--- src/rtl/wb_pkg.sv ---
// Shared Wishbone widths, register map constants and slave FSM state type.
// Every Wishbone block imports this package.
package wb_pkg;

  localparam int WB_ADDR_WIDTH = 8;
  localparam int WB_DATA_WIDTH = 32;

  localparam int WB_REG_CTRL     = 0;
  localparam int WB_REG_STAT     = 1;
  localparam int WB_REG_SCRATCH0 = 2;

  localparam int CTRL_IRQ_EN  = 0;
  localparam int CTRL_CNT_CLR = 1;

  typedef logic [WB_ADDR_WIDTH-1:0] wb_addr_t;
  typedef logic [WB_DATA_WIDTH-1:0] wb_data_t;

  typedef enum logic [1:0] {
    WBS_IDLE,
    WBS_WAIT,
    WBS_ACK
  } wb_slv_state_t;

  typedef struct packed {
    logic     we;
    wb_addr_t adr;
    wb_data_t dat;
  } wb_req_t;

endpackage

--- src/rtl/wb_slave_fsm.sv ---
// Wishbone classic-cycle handshake: accepts a request, inserts wait states,
// then pulses ack_o for one cycle. Flags the edge on which the transfer takes effect.
module wb_slave_fsm
  import wb_pkg::*;
#(
  parameter int unsigned WAIT_STATES = 0
) (
  input  logic     clk_i,
  input  logic     rst_i,
  input  logic     cyc_i,
  input  logic     stb_i,
  input  logic     we_i,
  input  wb_addr_t adr_i,
  input  wb_data_t dat_i,
  output logic     ack_o,
  output logic     commit_o,
  output wb_req_t  cmd_o
);

  localparam logic [3:0] WAIT_LOAD = (WAIT_STATES == 0) ? 4'd0 : 4'(WAIT_STATES - 1);

  wb_slv_state_t state_q, state_d;
  logic [3:0]    cnt_q, cnt_d;
  wb_req_t       req_q, req_d;

  // NOTE: every output of this block gets a default first, so no path can infer a latch.
  always_comb begin
    state_d  = state_q;
    cnt_d    = cnt_q;
    req_d    = req_q;
    commit_o = 1'b0;
    unique case (state_q)
      WBS_IDLE: begin
        if (cyc_i && stb_i) begin
          req_d = '{we: we_i, adr: adr_i, dat: dat_i};
          if (WAIT_STATES == 0) begin
            state_d  = WBS_ACK;
            commit_o = 1'b1;
          end else begin
            cnt_d   = WAIT_LOAD;
            state_d = WBS_WAIT;
          end
        end
      end
      WBS_WAIT: begin
        if (!(cyc_i && stb_i)) begin
          state_d = WBS_IDLE;
        end else if (cnt_q == 4'd0) begin
          state_d  = WBS_ACK;
          commit_o = 1'b1;
        end else begin
          cnt_d = cnt_q - 4'd1;
        end
      end
      WBS_ACK:  state_d = WBS_IDLE;
      default:  state_d = WBS_IDLE;
    endcase
  end

  // With zero wait states the request commits on the edge that samples it,
  // so the consumer must see the live bus values rather than the latched copy.
  assign cmd_o = req_d;
  assign ack_o = (state_q == WBS_ACK);

  // NOTE: sequential state uses non-blocking assignments only, so every flop samples pre-edge values.
  always_ff @(posedge clk_i) begin
    if (!rst_i) begin
      state_q <= WBS_IDLE;
      cnt_q   <= 4'd0;
      req_q   <= '0;
    end else begin
      state_q <= state_d;
      cnt_q   <= cnt_d;
      req_q   <= req_d;
    end
  end

endmodule

--- src/rtl/wb_slave_regfile.sv ---
// Wishbone CSR slave: CTRL, STAT (write counter + irq pending) and scratch registers,
// behind a wait-state handshake FSM, with a level interrupt.
module wb_slave_regfile
  import wb_pkg::*;
#(
  parameter int          NUM_REGS    = 4,
  parameter int unsigned WAIT_STATES = 0,
  parameter int          STAT_CNT_W  = 8
) (
  input  logic                     clk_i,
  input  logic                     rst_i,
  input  logic                     cyc_i,
  input  logic                     stb_i,
  input  logic                     we_i,
  input  logic [WB_ADDR_WIDTH-1:0] adr_i,
  input  logic [WB_DATA_WIDTH-1:0] dat_i,
  output logic                     ack_o,
  output logic [WB_DATA_WIDTH-1:0] dat_o,
  output logic                     irq_o
);

  localparam int NUM_SCR = NUM_REGS - WB_REG_SCRATCH0;
  localparam int SCR_IW  = (NUM_SCR > 1) ? $clog2(NUM_SCR) : 1;

  wb_req_t cmd;
  logic    commit;

  wb_slave_fsm #(
    .WAIT_STATES(WAIT_STATES)
  ) u_fsm (
    .clk_i   (clk_i),
    .rst_i   (rst_i),
    .cyc_i   (cyc_i),
    .stb_i   (stb_i),
    .we_i    (we_i),
    .adr_i   (adr_i),
    .dat_i   (dat_i),
    .ack_o   (ack_o),
    .commit_o(commit),
    .cmd_o   (cmd)
  );

  wb_data_t                       ctrl_q, ctrl_d;
  logic [NUM_SCR-1:0][WB_DATA_WIDTH-1:0] scr_q, scr_d;
  logic [STAT_CNT_W-1:0]          cnt_q, cnt_d;
  logic                           pend_q, pend_d;
  wb_data_t                       dat_q, dat_d;

  logic              is_ctrl, is_stat, is_scr;
  logic [SCR_IW-1:0] scr_idx;
  wb_data_t          stat_word, rdata;
  logic              set_pend, clr_pend;

  always_comb begin
    is_ctrl = (cmd.adr == wb_addr_t'(WB_REG_CTRL));
    is_stat = (cmd.adr == wb_addr_t'(WB_REG_STAT));
    is_scr  = (cmd.adr >= wb_addr_t'(WB_REG_SCRATCH0)) && (int'(cmd.adr) < NUM_REGS);
    scr_idx = SCR_IW'(cmd.adr - wb_addr_t'(WB_REG_SCRATCH0));

    stat_word                   = '0;
    stat_word[STAT_CNT_W-1:0]   = cnt_q;
    stat_word[WB_DATA_WIDTH-1]  = pend_q;

    rdata = '0;
    if (is_ctrl)      rdata = ctrl_q;
    else if (is_stat) rdata = stat_word;
    else if (is_scr)  rdata = scr_q[scr_idx];
  end

  always_comb begin
    ctrl_d   = ctrl_q;
    scr_d    = scr_q;
    cnt_d    = cnt_q;
    dat_d    = '0;
    set_pend = 1'b0;
    clr_pend = 1'b0;
    if (commit) begin
      if (cmd.we) begin
        if (is_ctrl) begin
          ctrl_d               = cmd.dat;
          ctrl_d[CTRL_CNT_CLR] = 1'b0;
          cnt_d = cmd.dat[CTRL_CNT_CLR] ? '0 : cnt_q + 1'b1;
        end else if (is_scr) begin
          scr_d[scr_idx] = cmd.dat;
          cnt_d          = cnt_q + 1'b1;
          set_pend       = ctrl_q[CTRL_IRQ_EN];
        end
      end else begin
        // Read data is registered so a STAT read returns pending as it was before the clear.
        dat_d    = rdata;
        clr_pend = is_stat;
      end
    end
    pend_d = set_pend ? 1'b1 : (clr_pend ? 1'b0 : pend_q);
  end

  // NOTE: the scratch array is small and must read 0 after reset, so it is reset like any register.
  always_ff @(posedge clk_i) begin
    if (!rst_i) begin
      ctrl_q <= '0;
      scr_q  <= '0;
      cnt_q  <= '0;
      pend_q <= 1'b0;
      dat_q  <= '0;
    end else begin
      ctrl_q <= ctrl_d;
      scr_q  <= scr_d;
      cnt_q  <= cnt_d;
      pend_q <= pend_d;
      dat_q  <= dat_d;
    end
  end

  assign dat_o = dat_q;
  assign irq_o = pend_q & ctrl_q[CTRL_IRQ_EN];

endmodule

--- config.mk ---
export PLATFORM = sky130hd
export DESIGN_NAME = wb_slave_regfile
export DESIGN_NICKNAME = d
export VERILOG_FILES = /design/src/rtl/wb_pkg.sv /design/src/rtl/wb_slave_fsm.sv /design/src/rtl/wb_slave_regfile.sv
export SDC_FILE = /design/constraint.sdc
export NUM_CORES = 1
export LEC_CHECK = 0
export CAP_MARGIN = 5
export CORE_MARGIN = 2
export CORE_UTILIZATION = 58
export CTS_BUF_LIST = sky130_fd_sc_hd__clkbuf_4
export CTS_CLUSTER_SIZE = 20
export DETAILED_ROUTE_END_ITERATION = 10
export GPL_ROUTABILITY_DRIVEN = 0
export PLACE_DENSITY = 0.82
export SLEW_MARGIN = 5
export SYNTH_ARGS = -nofsm -noshare
export SYNTH_HDL_FRONTEND = slang
export SYNTH_SLANG_ARGS = --single-unit
--- constraint.sdc ---
create_clock -name clk_i -period 5.9 [get_ports clk_i]
set_input_delay 1.18 -clock clk_i [delete_from_list [all_inputs] [get_ports clk_i]]
set_output_delay 1.18 -clock clk_i [all_outputs]
set_load 0.01 [all_outputs]
# Yosys cells after proc, flatten, opt, wreduce, memory -nomap -nowiden

Index checks and enable logic that the tools add are counted.

Bits in registers: 183
Bits in read-only memories: 0
Memories: 0
Input port bits: 45
Latch bits: 0
Bits in writable memories: 0

Div/mod/pow operators: 0
$add $sub $neg: 3
Magnitude comparators: 4
Eq/ne operators: 5
Shift operators: 0
Bitwise operators: 5
Multiplexer cells: 29
Multiply operators: 0
Reductions and logical operators: 15

Operators with widths:

| operator              | count |
|---|---|
| $mux W32              | 6 |
| $mux W41              | 2 |
| $bwmux W64            | 1 |
| $demux W32 S1         | 1 |
| $mux W8               | 3 |
| $mux W1               | 11 |
| $reduce_and A3 Y1     | 3 |
| $add A8 B1 Y8 const B | 1 |
| $eq A8 B1 Y1 const B  | 1 |
| $ge A8 B2 Y1 const B  | 1 |
| $logic_not A8 Y1      | 1 |
| $lt A8 B3 Y1 const B  | 1 |
| $mux W2               | 3 |
| $logic_not A4 Y1      | 1 |
| $not A1 Y1            | 4 |
| $pmux W2 S2           | 1 |
| $reduce_and A4 Y1     | 1 |
| $reduce_bool A2 Y1    | 2 |
| $reduce_or A4 Y1      | 1 |
| $sub A4 B1 Y4 const B | 1 |
| $logic_and A1 B1 Y1   | 3 |
| $ne A3 B3 Y1 const B  | 1 |
| $reduce_or A3 Y1      | 1 |
| $eq A2 B1 Y1 const B  | 1 |
| other kinds (9)       | 9 |

# Longest topological paths before layout

Gate-level depths: netlist of the first run.

Depth in word-level cells: 10
Depth in mapped cells: 8
Mapped depth without buffers: 5

# Modules after synthesis

Synthesis of the first run repeated with hierarchy kept, for this count alone.

Cells, all modules: 866
Area total of the unflattened synthesis: 7852.5 µm²

Modules (own cells, without submodules):

| module           | instances | area an instance (µm²) | cells each |
|---|---|---|---|
| wb_slave_regfile | 1         | 5515.3                 | 640 |
| wb_slave_fsm     | 1         | 2337.2                 | 226 |

# Worst setup path after synthesis of the first run

Ideal clock, no wire load.

Path kind: input port to flip-flop
Start: in adr_i[5]
End: reg dat_q[6], in the netlist dat_o[6]
Setup time: 57 ps
Setup slack: 2808 ps
Buffers on the path: 1
Data arrival time: 3035 ps
Cell stages on the path: 6
Path through: or4_4 or4_1 buf_2 or4b_4 a211oi_1 a21o_1

Word-level cells in the longest chain between the ends: 7
Elaborated cells on any way between the ends: 10
Classes of those cells: order compare: 2; eq/ne: 1; mux: 5; reduce/logical: 2

RTL lines:

| what                                         | RTL line                | text |
|---|---|---|
| start, declared                              | wb_slave_regfile.sv:15  | `input logic [WB_ADDR_WIDTH-1:0] adr_i,` |
| $mux W41 (*)                                 | wb_slave_fsm.sv:34      | `if (cyc_i && stb_i) begin` |
| $mux W41 (*)                                 | wb_slave_fsm.sv:32      | `unique case (state_q)` |
| $ge A8 B2 Y1 or $lt A8 B3 Y1 (tied branches) | wb_slave_regfile.sv:57  | `is_scr = (cmd.adr >= wb_addr_t'(WB_REG_SCRATCH0)) && (int'(cmd.adr) < NUM_REGS);` |
| $logic_and A1 B1 Y1                          | wb_slave_regfile.sv:57  |  |
| $mux W32                                     | wb_slave_regfile.sv:67  | `else if (is_scr) rdata = scr_q[scr_idx];` |
| $mux W32                                     | wb_slave_regfile.sv:66  | `else if (is_stat) rdata = stat_word;` |
| $mux W32 (*)                                 | wb_slave_regfile.sv:65  | `if (is_ctrl) rdata = ctrl_q;` |
| end signal, assigned                         | wb_slave_regfile.sv:110 | `dat_q <= dat_d;` |
| end, declared                                | wb_slave_regfile.sv:47  | `wb_data_t dat_q, dat_d;` |

Every way passes the cells marked *; elsewhere a longest branch is shown, timed or not.
A chain may end at the register's enable or synchronous reset.

# Worst setup path after layout of the first run

Start: in cyc_i
End: reg ctrl_q[8]

Word-level cells in the longest chain between the ends: 5
Elaborated cells on any way between the ends: 8
Classes of those cells: mux: 5; reduce/logical: 3

RTL lines:

| what                        | RTL line                               | text |
|---|---|---|
| start, declared             | wb_slave_regfile.sv:12                 | `input logic cyc_i,` |
| $logic_and A1 B1 Y1 (*)     | wb_slave_fsm.sv:34, wb_slave_fsm.sv:46 |  |
| $mux W41                    | wb_slave_fsm.sv:34                     |  |
| $mux W41                    | wb_slave_fsm.sv:32                     |  |
| $logic_not A8 Y1            | wb_slave_regfile.sv:55                 | `is_ctrl = (cmd.adr == wb_addr_t'(WB_REG_CTRL));` |
| $reduce_and A3 Y1 (no line) | n/a                                    |  |
| end signal, assigned        | wb_slave_regfile.sv:106                | `ctrl_q <= ctrl_d;` |
| end, declared               | wb_slave_regfile.sv:43                 | `wb_data_t ctrl_q, ctrl_d;` |

Marks and branches as above.

==> summary.txt, run 1 <==
Run status
  • Status: complete, no violations

Synth
  • Synth Cell Area: between 0.006 and 0.007 mm²
  • Synthesized area per cell: ~8.4 µm²
  • Top_reg_cell synth: dfxtp_1
  • Yosys cell types: 42
  • Synth area leader: dfxtp_1
  • Top-area cell type share of the netlist area: 0.537
  • Post-synth net total: between 800 and 900
  • Post-synth top cells: dfxtp_1, nand2_1, o21ai_0
  • Asr flop ratio synth: 0
  • Synth Register Bits: roughly 180
  • Gate Count Post-Synth: approximately 800
  • Post-synth EDFFs: 0
  • YS warnings: 0
  • Most common cell in the netlist: dfxtp_1
  • Register area share after synthesis: 0.537
  • Synth top area cells: dfxtp_1, nand2_1, o21ai_0

Power and ir drop
  • Power Internal: between 1000 and 1500 µW
  • P per Cell Area: ~250 mW/mm²
  • Overall power: ~1900 µW
  • Switching Share: 0.256
  • Seq pwr share: 0.635
  • Combinational Power Share: 0.071
  • Clock power share: 0.295
  • P_leak: between 0.003 and 0.004 µW
  • VDD IR max: about 0.21 mV
  • Sw Pwr: 496 µW

STA
  • Fmax: approximately 240 MHz
  • Clock Skews: roughly 13 ps
  • Worst slew margin: 0.241
  • Unrepaired setup endpoints after global routing: no
  • Setup violations, final: 0
  • Post-route setup TNS: 0 ps
  • Worst Tran Pin Value: between 1000 and 1500 ps
  • Endpoints failing hold: 0
  • Fin crit share: 0.699
  • Fin. max-slew vios: 0
  • Minimum clock period: between 4000 and 5000 ps

Setup path
  • Critical path class: input pin to flop
  • CP bufs+invs: 1
  • Setup crit start kind: input pin
  • Worst-path fanout max: between 60 and 70
  • Slowest-stage cell, CP: nand3_2
  • CP endpoint kind: flop
  • CP Cell Sequence: clkdlybuf4s50_1 > nand3b_1 > nor4_2 > nand3_2 > nand3_1 > o21ai_0
  • CP arrival: 4530 ps
  • Worst stage delay on the critical path: approximately 970 ps
  • Critical path required time: roughly 6300 ps
  • Critical path's top delay family: simple AND/OR/NAND/NOR gates

Layout
  • Area growth syn-to-layout: 15.7%
  • Layout cells sized above 1: 0.0554
  • Nets: between 800 and 900
  • Antenna diode instance count: 0
  • Final Non-Filler Cells: ~990
  • Fillers: a little under 900

Detailed routing
  • Drt wl/cell: roughly 15 µm
  • DRC viols: 0
  • DR vias: 5495
  • DR vias/cell: ~5.6
  • Iter 0 DRT Violations: ~350
  • Pre-antenna DRT Iters: 5
  • Antenna-violating nets left: 0
  • Routed wire length: between 10 and 15 mm

Clocking
  • CTS Buf Count: 17
  • Htree depth: 4
  • Largest buffer count on any clock path: 2
  • Sink Count: 177
  • Skew-Pair Late Insertion Delay: approximately 560 ps
  • Post-CTS Hold Buffers: 0
  • CTS tree: yes
  • Clk pin slew, worst setup/hold paths: roughly 130 ps
  • CTS Root Buffer Type: clkbuf_4
  • Post-CTS Setup Inserts: 0
  • Post-cts sizing count: 0

GRT
  • GRT Util Overall: 0.239
  • Final global-route overflow total: 0
  • Initial antenna violation count: 0
  • First-pass GRT wire length: about 24 mm
  • Number of global-route vias before repair: 5262
  • Largest net degree at the start of global routing: 79

Hold path
  • HP Class: flop to flop

Placed design
  • Post-Place Cells: about 960
  • I/O Buffers: between 70 and 80
  • Final HPWL DP: around 9.3 mm

Floorplan
  • Initial core utilization: 0.601
  • Boundary Pins: 79
  • FP Rows: 38
  • Die Ht: about 110 µm
  • Die Width: between 100 and 150 µm
  • Die ar.: 0.0122 mm²
  • Core Region: 0.0110 mm²

Flow run
  • Maxcap violations: 0
[routing by layer]
metal  wire [µm]  vias up  global-route usage
met4         207        0              0.0917
met5           0        -                   0
met2        7110      145               0.412
li1            -     2763                   -
met3         761       19              0.0519
met1        6350     2568               0.292
[tightest hold or removal path: stages, from the launching register on]
cell and delay, ps:
dfxtp_1 340, nand2_1 50, o21ai_0 60
[cell usage in the layout, fill, tap and decap left out, types with 2 or more instances in the layout]
cell type,count
nand3_1,99
and3_1,2
o21ai_0,127
clkinv_1,2
nand2b_1,5
nor2b_1,2
mux2i_1,29
mux2_2,3
a21boi_0,8
nor3_1,4
a21oi_1,3
nor2_1,16
clkinv_2,4
nand2_1,176
buf_4,7
clkinvlp_4,4
o31ai_1,5
inv_1,35
and2_1,5
nand4_1,3
clkdlybuf4s50_1,77
nor4_1,2
clkinv_4,3
o221ai_1,3
clkbuf_4,18
a2bb2oi_1,4
a22oi_1,5
dfxtp_1,177
[power groups by stage]
stage | Combinational [µW] | Sequential (µW) | Clock (µW)
6_report | 137 | 1230 | 570
3_5_place_dp | 137 | 1250 | 0
4_1_cts | 137 | 1230 | 580
3_3_place_gp | 132 | 1250 | 0
2_1_floorplan | 82.8 | 1250 | 0
5_1_grt | 150 | 1230 | 629
[path summary, 6_finish.rpt]
| path | from | end | slack [ps] | depth (start not counted) |
|---|---|---|---|---|
| worst max-delay path | cyc_i | ctrl_q[8]$_SDFFE_PN0P_ | 1770 | 6 |
| worst min-delay path | ctrl_q[10]$_SDFFE_PN0P_ | dat_o[10]$_SDFF_PP0_ | 480 | 2 |
| worst max register to register | u_fsm.state_q[1]$_SDFFE_PN0P_ | ctrl_q[8]$_SDFFE_PN0P_ | 2460 | 5 |
| worst min register to register | ctrl_q[10]$_SDFFE_PN0P_ | dat_o[10]$_SDFF_PP0_ | 480 | 2 |
[area by class of cell]
class | count | area, µm² | area share
clock buffers | 18 | 135 | 0.0177
clock inverters | 14 | 92.6 | 0.0121
inverters | 35 | 131 | 0.0172
multi-input cells | 521 | 2730 | 0.358
flip-flops and latches | 177 | 3540 | 0.464
well taps | 140 | 175 | 0.0229
repair buffers | 84 | 823 | 0.108
[cell families (layout without fill, tap and decap cells)]
| group | Yosys count | in the layout | share of synthesized area |
|---|---|---|---|
| adder cells (fa/ha/maj) | 1 | 1 | 0.00190 |
| AO/OA/AOI/OAI | 161 | 161 | 0.135 |
| buffers and inverters | 90 | 151 | 0.0516 |
| flip-flops | 177 | 177 | 0.537 |
| AND/OR/NAND/NOR | 326 | 326 | 0.224 |
| multiplexers | 33 | 33 | 0.0506 |
[metrics by stage]
step	util	hold WS (ps)	cell area, µm²	setup WS (ps)
2_1_floorplan	-	425	6600	2810
3_3_place_gp	0.674	442	7410	1350
3_5_place_dp	0.674	449	7410	1210
4_1_cts	0.695	485	7630	1790
5_1_grt	0.695	502	7630	1430
6_report	0.695	483	7630	1770
[state kept, by name, indices dropped and copies added, names as in the netlist]
name           count
pend_q             1
u_fsm.state_q      1
dat_o             32
ctrl_q            31
u_fsm.req_q       40
scr_q             64
cnt_q              8
No activity file was read; power rests on OpenSTA's default activity.
==> run 2: changes to the inputs <==
--- a/config.mk
+++ b/config.mk
@@ -7,12 +7,12 @@
 export LEC_CHECK = 0
 export CAP_MARGIN = 5
 export CORE_MARGIN = 2
-export CORE_UTILIZATION = 58
+export CORE_UTILIZATION = 57
 export CTS_BUF_LIST = sky130_fd_sc_hd__clkbuf_4
 export CTS_CLUSTER_SIZE = 20
 export DETAILED_ROUTE_END_ITERATION = 10
 export GPL_ROUTABILITY_DRIVEN = 0
-export PLACE_DENSITY = 0.82
+export PLACE_DENSITY = 0.81
 export SLEW_MARGIN = 5
 export SYNTH_ARGS = -nofsm -noshare
 export SYNTH_HDL_FRONTEND = slang
==> constraint.sdc (replaced) <==
create_clock -name clk_i -period 4.1 [get_ports clk_i]
set_input_delay 0.82 -clock clk_i [delete_from_list [all_inputs] [get_ports clk_i]]
set_output_delay 0.82 -clock clk_i [all_outputs]
set_load 0.01 [all_outputs]
==> run 2 against run 1 <==
Effect of this change:
- via count up 0.86%
- sequential share of layout area decreased by 0.44 points
- power increased by 45%
- largest cell class unchanged
==> summary.txt, run 2 (synthesis results as in run 1) <==
STA
  • Setup violations, final: 0
  • Fin. max-slew vios: 0
  • Fin crit share: 0.677
  • Endpoints failing hold: 0
  • Clock Skews: roughly 19 ps
  • Worst slew margin: 0.507
  • Fin worst setup slack: between 1000 and 1500 ps
  • Minimum clock period: approximately 2800 ps
  • Unrepaired setup endpoints after global routing: no
  • Fmax: between 300 and 400 MHz
  • Worst Tran Pin Value: approximately 740 ps
  • Post-route setup TNS: 0 ps

Floorplan
  • Die ar.: roughly 0.012 mm²
  • Core Region: 0.0114 mm²
  • Die Width: ~110 µm
  • Die Ht: 112 µm
  • Boundary Pins: about 80
  • Initial core utilization: 0.580
  • FP Rows: 39

Clocking
  • Post-CTS Hold Buffers: 0
  • Clk pin slew, worst setup/hold paths: 130 ps
  • CTS Buf Count: 17
  • Htree depth: 4
  • Skew-Pair Late Insertion Delay: between 500 and 600 ps
  • Post-cts sizing count: 0
  • Largest buffer count on any clock path: 2
  • CTS tree: yes
  • Sink Count: approximately 180
  • CTS Root Buffer Type: clkbuf_4
  • Post-CTS Setup Inserts: 0

Detailed routing
  • Iter 0 DRT Violations: ~360
  • DRC viols: 0
  • DR vias/cell: 5.56
  • DR vias: 5542
  • Pre-antenna DRT Iters: 5
  • Routed wire length: ~15 mm
  • Antenna-violating nets left: 0
  • Drt wl/cell: 14.8 µm

Flow run
  • Maxcap violations: 0

Placed design
  • Post-Place Cells: between 900 and 1000
  • Final HPWL DP: ~9.5 mm
  • I/O Buffers: 78
  • Post-DP Area: 0.00748 mm²
  • Setup slack at placement: ~760 ps

Power and ir drop
  • VDD IR max: 0.344 mV
  • Switching Share: 0.247
  • Clock power share: 0.300
  • P per Cell Area: roughly 360 mW/mm²
  • Power Internal: 2120 µW
  • Combinational Power Share: 0.072
  • Seq pwr share: 0.629
  • P_leak: about 0.0032 µW
  • Sw Pwr: between 600 and 700 µW

Layout
  • Reg with most FFs: scr_q
  • Final Non-Filler Cells: between 900 and 1000
  • Layout cells sized above 1: 0.0574
  • Fillers: 932
  • Design area: around 0.0077 mm²
  • Antenna diode instance count: 0
  • Most frequent cells in the layout: dfxtp_1, nand2_1, o21ai_0
  • Most common cell after layout, fill and taps aside: dfxtp_1
  • Area growth syn-to-layout: 16.8%
  • Nets: just under 900
  • Max reg flops: 64

GRT
  • First-pass GRT wire length: approximately 25 mm
  • Initial antenna violation count: 0
  • GRT Util Overall: 0.243
  • Number of global-route vias before repair: about 5300
  • Final global-route overflow total: 0
  • Largest net degree at the start of global routing: 74

Hold path
  • HP Class: flop to flop

Setup path
  • CP endpoint kind: flop
  • Critical path class: input pin to flop
  • CP arrival: between 3000 and 4000 ps
  • Setup crit start kind: input pin
  • Critical path required time: between 4000 and 5000 ps
  • Worst-path fanout max: 23

Run status
  • Status: complete, no violations
==> run 2: cell types whose count changed in the layout (fill, tap and decap cells not counted) <==
cell	change
clkinv_1	+2
clkinvlp_4	-3
clkbuf_4	-1
buf_4	+4
buf_12	+2
bufinv_16	+1
inv_6	-1
==> run 2: final timing paths <==
kind | slack (ps) | from | to | depth (start not counted)
setup / recovery | 1320 | adr_i[5] | dat_o[21]$_SDFF_PP0_ | 7
hold / removal | 470 | ctrl_q[28]$_SDFFE_PN0P_ | dat_o[28]$_SDFF_PP0_ | 2
setup reg to reg | 1770 | u_fsm.state_q[1]$_SDFFE_PN0P_ | dat_o[21]$_SDFF_PP0_ | 6
hold reg to reg | 470 | ctrl_q[28]$_SDFFE_PN0P_ | dat_o[28]$_SDFF_PP0_ | 2
==> run 2: power by group through the flow <==
stage	clock [µW]	combinational (µW)	sequential (µW)
floorplan	0	119	1800
global placement	0	195	1800
detailed placement	0	201	1800
CTS	859	202	1770
global route	939	223	1770
finish	842	202	1770
==> run 2: through the flow <==
step	hold WS [ps]	utilization	total power, µW
detailed placement	447	0.658	2010
global route	490	0.678	2930
floorplan	425	-	1920
CTS	477	0.678	2830
global placement	431	0.658	2000
finish	471	0.678	2810
==> run 2: cell type report <==
class / instances / area [µm²] / share of cell area
tap: 143 / 179 / 0.0232
multi-input combinational: 521 / 2730 / 0.355
inverter: 35 / 131 / 0.0170
timing repair buffer: 90 / 893 / 0.116
sequential: 177 / 3540 / 0.460
clock inverter: 13 / 98.8 / 0.0128
clock buffer: 17 / 128 / 0.0166
==> run 2: layer usage <==
metal | global-route usage | routed length, µm
met5 | 0 | 0
met4 | 0.0815 | 282
met3 | 0.0582 | 706
met2 | 0.421 | 7370
met1 | 0.300 | 6430
==> run 2: worst max-delay path, cell delays in order <==
cell	delay, ps
clkdlybuf4s50_1	410
or4_4	550
or4_1	580
nor3b_4	310
nand2_1	80
buf_4	230
o21ai_0	240
==> run 3: changes to the inputs <==
==> constraint.sdc (replaced) <==
create_clock -name clk_i -period 2.7 [get_ports clk_i]
set_input_delay 0.54 -clock clk_i [delete_from_list [all_inputs] [get_ports clk_i]]
set_output_delay 0.54 -clock clk_i [all_outputs]
set_load 0.01 [all_outputs]
==> run 3 against run 2 <==
Effect of this change:
- design area up 3.3%
- die area unchanged
- hold slack better by 2.4 ps
- final cell count up 1.4%
- sequential cell count stayed put
- clock power grew 90%
- sequential power up 51%
- critical path depth fell by 2
- wire length increased by 3.0%
- sequential share of layout area down 1.5 points
==> summary.txt, run 3 (synthesis results as in run 1) <==
Run status
  • Status: complete, no violations

STA
  • Fin crit share: 0.882
  • WHS: 473 ps
  • Clock Skews: approximately 16 ps
  • Setup violations, final: 0
  • Post-route setup TNS: 0 ps
  • Fin. max-slew vios: 0
  • Unrepaired setup endpoints after global routing: no
  • Minimum clock period: 2380 ps
  • Endpoints failing hold: 0
  • Worst Tran Pin Value: roughly 520 ps
  • Worst slew margin: 0.651
  • Fmax: between 400 and 500 MHz

Power and ir drop
  • VDD IR max: around 0.47 mV
  • P_leak: roughly 0.0034 µW
  • Overall power: ~4600 µW
  • P per Cell Area: 579 mW/mm²

Placed design
  • I/O Buffers: 78
  • Final HPWL DP: 9.84 mm
  • Post-Place Cells: ~1000

Layout
  • Area growth syn-to-layout: 20.6%
  • Layout cells sized above 1: 0.0773
  • Final Non-Filler Cells: approximately 1000
  • Max reg flops: 64
  • Antenna diode instance count: 0
  • Final Core Density: 0.700
  • Nets: 900
  • Most frequent cells in the layout: dfxtp_1, nand2_1, o21ai_0
  • Reg with most FFs: scr_q
  • Most common cell after layout, fill and taps aside: dfxtp_1

Clocking
  • Skew-Pair Late Insertion Delay: approximately 560 ps
  • Post-CTS Setup Inserts: 0
  • CTS Buf Count: 17
  • Post-cts sizing count: 0
  • Clk pin slew, worst setup/hold paths: 150 ps
  • CTS Root Buffer Type: clkbuf_4
  • Htree depth: 4
  • Post-CTS Hold Buffers: 0
  • Largest buffer count on any clock path: 2
  • CTS tree: yes
  • Sink Count: 177

Detailed routing
  • Drt wl/cell: roughly 15 µm
  • Antenna-violating nets left: 0
  • DR vias: 5619
  • Iter 0 DRT Violations: roughly 330
  • Pre-antenna DRT Iters: 5
  • DRC viols: 0
  • DR vias/cell: 5.56
  • Routed wire length: 15.2 mm

Floorplan
  • Boundary Pins: 79
  • Die Ht: approximately 110 µm
  • FP Rows: 39
  • Die Width: between 100 and 150 µm
  • Initial core utilization: 0.580
  • Core Region: 0.0114 mm²
  • Die ar.: between 0.01 and 0.015 mm²

GRT
  • Number of global-route vias before repair: 5377
  • GRT Util Overall: 0.253
  • First-pass GRT wire length: 25.4 mm
  • Initial antenna violation count: 0
  • Final global-route overflow total: 0
  • Largest net degree at the start of global routing: 67

Setup path
  • Critical path class: input pin to flop
  • Setup crit start kind: input pin
  • Worst-path fanout max: 5
  • Critical path required time: 3180 ps
  • CP endpoint kind: flop
  • CP arrival: 2860 ps
  • Flop2flop setup slack: roughly 550 ps

Flow run
  • Maxcap violations: 0

Hold path
  • HP Class: flop to flop
-- run 3: path summary, 6_finish.rpt --
| check | cells past startpoint | start | endpoint |
|---|---|---|---|
| setup / recovery | 5 | adr_i[5] | dat_o[2]$_SDFF_PP0_ |
| hold / removal | 2 | ctrl_q[20]$_SDFFE_PN0P_ | dat_o[20]$_SDFF_PP0_ |
| setup reg to reg | 7 | u_fsm.state_q[1]$_SDFFE_PN0P_ | cnt_q[7]$_SDFFE_PN0P_ |
| hold reg to reg | 2 | ctrl_q[20]$_SDFFE_PN0P_ | dat_o[20]$_SDFF_PP0_ |
-- run 3: final cells by class --
| class | instances | area (µm²) |
|---|---|---|
| well taps | 143 | 179 |
| flip-flops and latches | 177 | 3540 |
| fillers | 875 | 3410 |
| multi-input cells | 521 | 2730 |
| repair buffers | 102 | 1060 |
| inverters | 35 | 131 |
| clock buffers | 18 | 135 |
| clock inverters | 14 | 179 |
-- run 3: layer usage --
metal  GRT usage  share of wire
met1       0.316           0.44
met4      0.0881          0.015
met3      0.0544          0.045
met5           0              0
met2       0.434           0.50
-- run 3: per-stage QoR --
step / worst slack [ps] / instance area [µm²]
detailed placement: -263 / 7640
global placement: -223 / 7640
CTS: 364 / 7960
global route: 242 / 7960
finish: 319 / 7960
floorplan: 248 / 6600
-- run 3: where the power goes --
group,internal [µW],switching (µW)
combinational,147,179
clock,671,929
sequential,2650,31.2
total,3470,1140
-- run 3: worst max-delay path, cell delays in order --
cell and delay (ps):
clkdlybuf4s50_1 420, or4_4 540, or4_1 530, or4b_4 560, o31ai_1 270
